[src/rtl/rpm_meter_multi.sv]
// Multi-channel pulse-rate meter: per-channel synchroniser, edge counter and gated latch.
// Optional `RPM_SCALE_EN multiplies each latched count by SCALE (registered, +1 latency).
module rpm_meter_multi #(
  parameter int unsigned NCH         = 2,
  parameter int unsigned CW          = 16,
  parameter int unsigned GATE_CYCLES = 50000000,
  parameter int unsigned TW          = 26,
  parameter int unsigned SYNC_STAGES = 2,
  parameter int unsigned SCALE       = 60
) (
  input  logic                clk,
  input  logic                reset,
  input  logic [NCH-1:0]      pulse_in,
  input  logic                enable,
  output logic [NCH*CW-1:0]   data_rpm,
  output logic                data_valid,
  output logic [NCH-1:0]      overflow,
  output logic                busy
);

  localparam logic [TW-1:0] TERM    = TW'(GATE_CYCLES - 1);
  localparam logic [CW-1:0] CNT_MAX = '1;
  localparam bit PARAMS_OK = (NCH >= 1) && (NCH <= 8) && (GATE_CYCLES >= 4) &&
                             (SYNC_STAGES >= 2) && (SCALE >= 1) && (CW >= 1) &&
                             ((64'(GATE_CYCLES) - 64'd1) < (64'd1 << TW));

  if (!PARAMS_OK) begin : g_param_check
    $error("rpm_meter_multi: illegal parameter combination");
  end

  typedef enum logic [1:0] {S_IDLE, S_GATE, S_LATCH} state_e;

  state_e                        state_q, state_d;
  logic [TW-1:0]                 timer_q, timer_d;
  logic [SYNC_STAGES-1:0][NCH-1:0] sync_q;
  logic [NCH-1:0]                prev_q;
  logic [NCH-1:0]                rise_c;
  logic [NCH-1:0][CW-1:0]        cnt_q, cnt_d;
  logic [NCH-1:0]                sat_q, sat_d;
  logic [NCH-1:0][CW-1:0]        data_q, data_d;
  logic [NCH-1:0]                ovf_q, ovf_d;
  logic                          valid_q, valid_d;
  logic                          busy_q;

  // Synchroniser chain followed by the previous-value register for edge detection
  always_ff @(posedge clk) begin
    if (!reset) begin
      sync_q <= '0;
      prev_q <= '0;
    end else begin
      sync_q <= {sync_q[SYNC_STAGES-2:0], pulse_in};
      prev_q <= sync_q[SYNC_STAGES-1];
    end
  end

  assign rise_c = sync_q[SYNC_STAGES-1] & ~prev_q;

  // Gate FSM, window timer and saturating per-channel counters
  always_comb begin
    state_d = state_q;
    timer_d = timer_q;
    cnt_d   = cnt_q;
    sat_d   = sat_q;
    unique case (state_q)
      S_IDLE: begin
        timer_d = '0;
        cnt_d   = '0;
        sat_d   = '0;
        if (enable) state_d = S_GATE;
      end
      S_GATE: begin
        if (!enable) begin
          state_d = S_IDLE;
          timer_d = '0;
          cnt_d   = '0;
          sat_d   = '0;
        end else begin
          for (int k = 0; k < NCH; k++) begin
            if (rise_c[k]) begin
              if (cnt_q[k] == CNT_MAX) sat_d[k] = 1'b1;
              else                     cnt_d[k] = cnt_q[k] + CW'(1);
            end
          end
          if (timer_q == TERM) begin
            state_d = S_LATCH;
            timer_d = '0;
          end else begin
            timer_d = timer_q + TW'(1);
          end
        end
      end
      S_LATCH: begin
        // An edge arriving here is the first edge of the next window
        timer_d = '0;
        sat_d   = '0;
        for (int k = 0; k < NCH; k++) cnt_d[k] = CW'(rise_c[k]);
        state_d = enable ? S_GATE : S_IDLE;
      end
      default: state_d = S_IDLE;
    endcase
  end

`ifdef RPM_SCALE_EN
  localparam int unsigned SW = $clog2(SCALE + 1);
  localparam int unsigned PW = CW + SW;

  logic [NCH-1:0][CW-1:0] lat_cnt_q;
  logic [NCH-1:0]         lat_sat_q;
  logic                   lat_vld_q;
  logic [NCH-1:0][PW-1:0] prod_c;

  // Capture the closing window so the multiply has a full cycle of its own
  always_ff @(posedge clk) begin
    if (!reset) begin
      lat_cnt_q <= '0;
      lat_sat_q <= '0;
      lat_vld_q <= 1'b0;
    end else begin
      lat_vld_q <= (state_q == S_LATCH);
      if (state_q == S_LATCH) begin
        lat_cnt_q <= cnt_q;
        lat_sat_q <= sat_q;
      end
    end
  end

  always_comb begin
    prod_c  = '0;
    data_d  = data_q;
    ovf_d   = ovf_q;
    valid_d = 1'b0;
    for (int k = 0; k < NCH; k++) prod_c[k] = PW'(lat_cnt_q[k]) * PW'(SCALE);
    if (lat_vld_q) begin
      valid_d = 1'b1;
      for (int k = 0; k < NCH; k++) begin
        if (prod_c[k] > PW'(CNT_MAX)) begin
          data_d[k] = CNT_MAX;
          ovf_d[k]  = 1'b1;
        end else begin
          data_d[k] = prod_c[k][CW-1:0];
          ovf_d[k]  = lat_sat_q[k];
        end
      end
    end
  end
`else
  always_comb begin
    data_d  = data_q;
    ovf_d   = ovf_q;
    valid_d = 1'b0;
    if (state_q == S_LATCH) begin
      data_d  = cnt_q;
      ovf_d   = sat_q;
      valid_d = 1'b1;
    end
  end
`endif

  always_ff @(posedge clk) begin
    if (!reset) begin
      state_q <= S_IDLE;
      timer_q <= '0;
      cnt_q   <= '0;
      sat_q   <= '0;
      data_q  <= '0;
      ovf_q   <= '0;
      valid_q <= 1'b0;
      busy_q  <= 1'b0;
    end else begin
      state_q <= state_d;
      timer_q <= timer_d;
      cnt_q   <= cnt_d;
      sat_q   <= sat_d;
      data_q  <= data_d;
      ovf_q   <= ovf_d;
      valid_q <= valid_d;
      busy_q  <= (state_d != S_IDLE);
    end
  end

  assign data_rpm   = data_q;
  assign overflow   = ovf_q;
  assign data_valid = valid_q;
  assign busy       = busy_q;

endmodule
[config.mk]
export PLATFORM = sky130hd
export DESIGN_NAME = rpm_meter_multi
export DESIGN_NICKNAME = d
export VERILOG_FILES = /design/src/rtl/rpm_meter_multi.sv
export SDC_FILE = /design/constraint.sdc
export NUM_CORES = 1
export LEC_CHECK = 0
export BUFFER_PORTS_ARGS = -buffer_cell sky130_fd_sc_hd__buf_2
export CORE_MARGIN = 5
export CORE_UTILIZATION = 35
export CTS_CLUSTER_SIZE = 28
export DETAILED_ROUTE_END_ITERATION = 12
export PLACE_DENSITY = 0.55
export REMOVE_ABC_BUFFERS = 1
export SLEW_MARGIN = 20
export SYNTH_ARGS = -nofsm -noshare
export SYNTH_HDL_FRONTEND = slang
export SYNTH_SLANG_ARGS = --single-unit
export TNS_END_PERCENT = 100
[constraint.sdc]
create_clock -name clk -period 3.96 [get_ports clk]
set_input_delay 0.594 -clock clk [delete_from_list [all_inputs] [get_ports clk]]
set_output_delay 0.594 -clock clk [all_outputs]
set_load 0.005 [all_outputs]
==> results of run 1 <==
==> cells by family after synthesis <==
kind of cell             count (synthesis)  share of synthesized area, %
XOR/XNOR                                32                          5.97
multiplexers                            34                          7.25
buffers and inverters                   45                          4.35
adder cells (fa/ha/maj)                  8                          2.13
AO/OA/AOI/OAI                           75                          10.6
flip-flops                             104                          44.4
AND/OR/NAND/NOR                        234                          25.4
==> report_power, final <==
group / switching (mW) / internal [mW]
combinational: 0.0489 / 0.0183
clock: 0.358 / 0.449
sequential: 0.00342 / 1.05
==> per-stage QoR <==
stage | cell area (sq um) | total power, mW
after floorplan | 4530 | 1.12
after global placement | 5000 | 1.14
after detailed placement | 5000 | 1.15
after CTS | 5260 | 1.96
after global routing | 5260 | 2.01
final | 5260 | 1.93
==> state kept, by name (all words and copies together), names as in the netlist <==
| register | cells |
|---|---|
| cnt_q | 32 |
| data_rpm | 32 |
| timer_q | 26 |
| sync_q | 4 |
| overflow | 2 |
| prev_q | 2 |
| sat_q | 2 |
| state_q | 2 |
| busy | 1 |
| data_valid | 1 |
==> layer usage <==
metal  wire, um  part of all wire [%]  up-vias  GRT usage, %
met5          0                     0        -             0
met2       4830                    46       49          21.9
li1           -                     -     1930             -
met3        265                   2.6        9          2.29
met1       5130                    49     1783          17.9
met4        168                   1.6        0          5.93
==> cells in the mapped netlist, types with 6 or more instances <==
cell type  number
a21oi_1        23
a31oi_1         9
and2_1         13
and3_1          6
and4_1          6
buf_2          10
clkbuf_1       15
dfxtp_1       104
ha_1            8
inv_1          12
mux2i_1        34
nand2_1        37
nand3_1        27
nand4_1        12
nor2_1         78
nor3_1         14
nor4_1         14
o211ai_1        7
o21ai_0         8
o31ai_1         6
or4_1           7
xnor2_1        28
==> worst max-delay path by stage <==
| stage | end | slack (ps) | cells past startpoint |
|---|---|---|---|
| 5_1_grt | cnt_q[10] | 920 | 9 |
| 6_report | cnt_q[13] | 1150 | 9 |
| 3_5_place_dp | cnt_q[11] | 1200 | 9 |
| 3_3_place_gp | cnt_q[15] | 1370 | 8 |
| 2_1_floorplan | cnt_q[10] | 330 | 6 |
| 4_1_cts | cnt_q[10] | 1190 | 9 |
==> worst max-delay path, cell delays in order (launching register included) <==
cell	delay, ps
dfxtp_1	430
inv_1	100
ha_1	240
nand2_1	250
o32ai_1	140
buf_4	190
a21o_1	290
o21ai_0	710
buf_4	280
a21oi_1	50
==> layout make-up <==
type	instances	area, sq um	area share, %
Sequential cell	104	2080	39.6
Inverter	12	45.0	0.856
Clock buffer	12	256	4.88
Tap cell	176	220	4.19
Timing Repair Buffer	45	238	4.52
Multi-Input combinational cell	383	2410	45.9
Clock inverter	1	5.00	0.0951
==> results.md, run 1 <==
* Post-detailed-route DRC marker count at 0
* Final worst-path setup slack at around 1200 ps
* Rows at 42
* Cell count of the worst reg-to-reg path at 9
* Run status: finished, final reports clean
* Worst-case hold path end point: sync_q[3]
* Worst endpoint data arrival time at slightly above 3000 ps
* Clock tree from TritonCTS: built
* Final routed wirelength across all metal layers at slightly above 10 mm
* Max FO, Critical Path at 13
* Max-slew violation total from the final report at 0
* Core ar. at around 13000 sq um
* Reg-to-reg setup timing slack at 1150 ps
* Count of warnings emitted by yosys at 0
* Relative slew margins at 34.3%
* Sequential-to-total area share from yosys stat at 44.4%
* Number of vias in the routed layout at approximately 3800
* Worst slew pin tran at slightly below 1000 ps
* Hold-critical path depth at 1
* Filler cells at roughly 1400
* Instance count of the mapped netlist at around 530
* Power density of the placed cells at about 370 nW/um^2
* Clock latency at the later pin of the worst-skew pair at about 340 ps
* Hold Fails Final Rpt at 0
* Terminus of the critical flop-to-flop path: cnt_q[13]
* Worst-case vdd ir drop at 0.191 mV
* Tightest Hold Check Type: register to register
* Most frequent cells in the layout: dfxtp_1 (104), nor2_1 (78), buf_2 (40)
* Final-report setup violation count at 0
* Ys async rst share at 0%
* Clock Sinks at between 100 and 150
* Critical path origin: state_q[1]
* Global-route usage over all layers at 13.6%
* Count of flip-flops with a built-in enable after synthesis at 0
* Count of cell types in the netlist at 52
* Number of cells upsized or downsized after cts at 0
* Synth area leader: dfxtp_1
* Startpoint of the lowest-slack hold path: sync_q[1]
* Post-layout nets at 568
* Growth of design area from synthesis to finish at 12.1%
* Worst Hold Slack at approximately 440 ps
* RSZ-0062 raised after global routing: false
* Max Buffers Root-to-Sink at 2
* Main area contributors after synthesis: dfxtp_1 (44%), mux2i_1 (7.3%), nor2_1 (6.2%)
* Cell at the root of the clock tree: clkbuf_16
* Cell leakage power at around 1.8 nW
* Synth Area per Inst at between 8 and 9 sq um
* CP required at 4180 ps
* Cts hold-fix bufs at 0
* Ratio of final minimum period to clock period at between 70% and 80%
* Sum of overflow across all layers after global routing at 0
* Element type at the critical path start: register
* Top_reg_cell synth: dfxtp_1
* Vias/cell at roughly 5
* Detailed placement HPWL at 7.13 mm
* Number of DRC markers after the initial detailed-route iteration at approximately 180
* Final Skew at 8.71 ps
* Fraction of layout instances using a drive strength above 1 at approximately an eighth
* Number of buffers inserted by post-CTS setup repair at 0
* Non-filler instance count after layout at 733
* CP Class: register to register
* Launching point of the worst reg2reg path: state_q[1]
* Number of buffers created by CTS at 9
* Utilization of the core after routing at between 30% and 40%
* Number of global-route vias before repair at ~3700
* Number of synthesized register bits at 104
* Worst slack at placement at about 1200 ps
* 1st-pass router iterations at 4
* Routed length per placed instance at 14.2 um
* Most common cell after layout, fill and taps aside: dfxtp_1
* Die boundary height at between 100 and 150 um
* Largest net degree at the start of global routing at 40
* Count of port buffers added during placement at 40
* I/O pin count at just over 40
* Cell Count Post-Placement at between 700 and 800
* Nature of the critical path endpoint: register
* Clk pin slew, worst setup/hold paths at ~60 ps
* Fmax at 356 MHz
* Initial Util at 35.6%
* Reported max-cap violation count at 0
* Final weighted congestion in routability-driven placement at around 0.8
* Initial antenna violation count at 0
* H-tree Lvls at 3
* Number of antenna diodes at 0
* Chip Width at 126 um
* Total standard cell area after synthesis at roughly 4700 sq um
* Die outline area at ~16000 sq um
* Time the worst path needs with I/O delays and setup at around 2800 ps
* Wire length of the first global-routing pass at between 15 and 20 mm
* Post-DRT Antenna Nets at 0
* Setup Total Neg Slack at 0 ps
* Share of the synthesized area in the top cell type at 44.4%
No activity file was read; power rests on OpenSTA's default activity.
==> run 2, diff against run 1 <==
--- a/config.mk
+++ b/config.mk
@@ -5,12 +5,13 @@
 export SDC_FILE = /design/constraint.sdc
 export NUM_CORES = 1
 export LEC_CHECK = 0
+export ABC_AREA = 1
 export BUFFER_PORTS_ARGS = -buffer_cell sky130_fd_sc_hd__buf_2
 export CORE_MARGIN = 5
 export CORE_UTILIZATION = 35
 export CTS_CLUSTER_SIZE = 28
 export DETAILED_ROUTE_END_ITERATION = 12
-export PLACE_DENSITY = 0.55
+export PLACE_DENSITY = 0.54
 export REMOVE_ABC_BUFFERS = 1
 export SLEW_MARGIN = 20
 export SYNTH_ARGS = -nofsm -noshare
==> constraint.sdc (replaced) <==
create_clock -name clk -period 2.8 [get_ports clk]
set_input_delay 0.42 -clock clk [delete_from_list [all_inputs] [get_ports clk]]
set_output_delay 0.42 -clock clk [all_outputs]
set_load 0.005 [all_outputs]
==> results.md, run 2 <==
* Run status: finished, final reports clean
* Ratio of final minimum period to clock period at roughly 74%
* Max FO, Critical Path at 19
* Worst endpoint data arrival time at ~2300 ps
* Routed length per placed instance at about 12 um
* Worst Hold Slack at between 200 and 250 ps
* Cell-internal power at 2.22 mW
* Filler cells at ~1500
* Number of buffers inserted by post-CTS setup repair at 0
* GR Layer Usage met2 at roughly 24%
* Clock Sinks at about 100
* Non-filler instance count after layout at between 900 and 1000
* Global-route usage over all layers at 15.2%
* Clock latency at the later pin of the worst-skew pair at 360 ps
* Most common cell after layout, fill and taps aside: nand2_1
* Most frequent cell after synthesis: nand2_1
* Post-layout nets at ~800
* Top_reg_cell synth: dfxtp_1
* Logic pwr share at under 10%
* GRT busiest layer: met2
* Max Buffers Root-to-Sink at 2
* Fraction of layout instances using a drive strength above 1 at around 11%
* Final-report setup violation count at 0
* Sum of overflow across all layers after global routing at 0
* Setup Total Neg Slack at 0 ps
* Nature of the critical path endpoint: register
* Part of the power in the clock network at between 40% and 50%
* Cell Count Post-Placement at 964
* Largest net degree at the start of global routing at between 60 and 70
* Worst slack at placement at 760 ps
* Total standard cell area after synthesis at around 5100 sq um
* Number of global-route vias before repair at about 4400
* Clk pin slew, worst setup/hold paths at ~80 ps
* Worst-case vdd ir drop at between 0.4 and 0.5 mV
* Cell count of the worst reg-to-reg path at 7
* Net switching fraction of the power at roughly a quarter
* Utilization of the core after routing at 40.0%
* Number of DRC markers after the initial detailed-route iteration at just under 300
* Detailed placement HPWL at about 8.8 mm
* Final worst-path setup slack at slightly above 700 ps
* Number of vias in the routed layout at 4617
* Final routed wirelength across all metal layers at between 10 and 15 mm
* Total power consumption of the routed design at 2.91 mW
* Cell at the root of the clock tree: clkbuf_16
* Time the worst path needs with I/O delays and setup at between 2000 and 2500 ps
* Clock tree from TritonCTS: built
* Top cells by count, synth: nand2_1 (182), nor2_1 (116), dfxtp_1 (104), inv_1 (86), a21oi_1 (59)
* RSZ-0062 raised after global routing: false
* Growth of design area from synthesis to finish at 13.1%
* Startpoint of the lowest-slack hold path: pulse_in[1]
* Fmax at between 400 and 500 MHz
* Synth Area per Inst at between 6 and 7 sq um
* Terminus of the critical flop-to-flop path: cnt_q[27]
* Cell area after layout at approximately 5700 sq um
* Power density of the placed cells at 508 nW/um^2
* Synth area leader: dfxtp_1
* Final weighted congestion in routability-driven placement at ~0.86
* Post-detailed-route DRC marker count at 0
* I/O pin count at 41
* CP required at 3050 ps
* Total net switching power at a little under 0.7 mW
* Portion of total power attributed to sequential cells at between 50 and 60%
* Worst-case hold path end point: sync_q[1]
* Count of warnings emitted by yosys at 0
* Die outline area at around 17000 sq um
* Initial antenna violation count at 0
* CP Class: register to register
* Rows at 44
* Area post-placement at 5440 sq um
* Main area contributors after synthesis: dfxtp_1 (41%), nand2_1 (13%), nor2_1 (8.6%)
* Most frequent cells in the layout: nand2_1 (182), nor2_1 (116), dfxtp_1 (104)
* Met3 Track Usage GR at under 10%
* Instance count of the mapped netlist at 757
* Initial Util at approximately a third
* Hold-critical path depth at 3
* Share of the synthesized area in the top cell type at slightly above 40%
* Hold Fails Final Rpt at 0
* Chip Width at ~130 um
* Die boundary height at approximately 130 um
* Element type at the critical path start: register
* Ys async rst share at 0%
* Number of cells upsized or downsized after cts at 0
* Number of synthesized register bits at 104
* Number of antenna diodes at 0
* Core ar. at between 10000 and 15000 sq um
* Final Skew at about 14 ps
* Sequential-to-total area share from yosys stat at about two fifths
* H-tree Lvls at 3
* Max-slew violation total from the final report at 0
* Tightest Hold Check Type: input port to register
* Worst slew pin tran at between 700 and 800 ps
* Cell leakage power at 2.34 nW
* Reported max-cap violation count at 0
* Vias/cell at approximately 4.7
* Count of cell types in the netlist at 36
* Number of buffers created by CTS at 9
* Post-DRT Antenna Nets at 0
* Wire length of the first global-routing pass at 20.8 mm
* Launching point of the worst reg2reg path: state_q[0]
* Cts hold-fix bufs at 0
* Count of port buffers added during placement at 40
* Count of flip-flops with a built-in enable after synthesis at 0
* 1st-pass router iterations at 5
* Grt met1 use at about a fifth
* Reg-to-reg setup timing slack at slightly above 700 ps
* Relative slew margins at slightly above 50%
## run 2: cell count changes in the layout (fill, tap and decap cells not counted), moves of 34 or more
cell     before  now
inv_1        12   86
o21ai_0       8   42
a21oi_1      23   59
mux2i_1      34    0
nand2_1      37  182
nor2_1       78  116
## run 2: worst max path at each step
stage,endpoint,slack (ps),start,cells past startpoint
5_1_grt,cnt_q[27],520,state_q[1],10
3_5_place_dp,cnt_q[27],760,state_q[1],10
3_3_place_gp,cnt_q[29],810,state_q[0],7
6_report,cnt_q[27],720,state_q[0],7
2_1_floorplan,timer_q[11],270,state_q[0],9
4_1_cts,cnt_q[27],740,state_q[1],10
## run 2: cell type report
cell class	count	area, sq um	share of cell area, %
clock buffers	9	225	3.92
flip-flops and latches	104	2080	36.3
repair buffers	44	230	4.01
well taps	184	230	4.01
inverters	95	359	6.26
clock inverters	7	77.6	1.35
multi-input cells	537	2540	44.2
## run 2: power by group through the flow
stage,combinational [mW],sequential [mW],clock (mW)
5_1_grt,0.139,1.50,1.40
3_3_place_gp,0.123,1.53,0
2_1_floorplan,0.0773,1.53,0
3_5_place_dp,0.123,1.53,0
4_1_cts,0.123,1.50,1.34
6_report,0.122,1.50,1.30
## run 2: cells by family after synthesis
kind of cell | synth area share [%]
adders and majority gates | 1.97
DFF | 41.0
xor gates and xnor gates | 2.07
AOI/OAI and AO/OA | 11.9
buffers and inverters | 9.07
and+or+nand+nor | 34.0
## run 2: per-layer routing
metal | vias to the layer above | share of wire [%]
met2 | 70 | 45
met3 | 13 | 3.4
met4 | 0 | 1.5
li1 | 2491 | -
met5 | - | 0
met1 | 2043 | 50
## run 2: worst max-delay path, cell delays in order, from the launching register on
cell and delay, ps:
dfxtp_1 370, ha_1 480, a21oi_4 330, inv_2 70
nor2_4 380, nand2_1 160, nor2_1 120, nor2_1 50
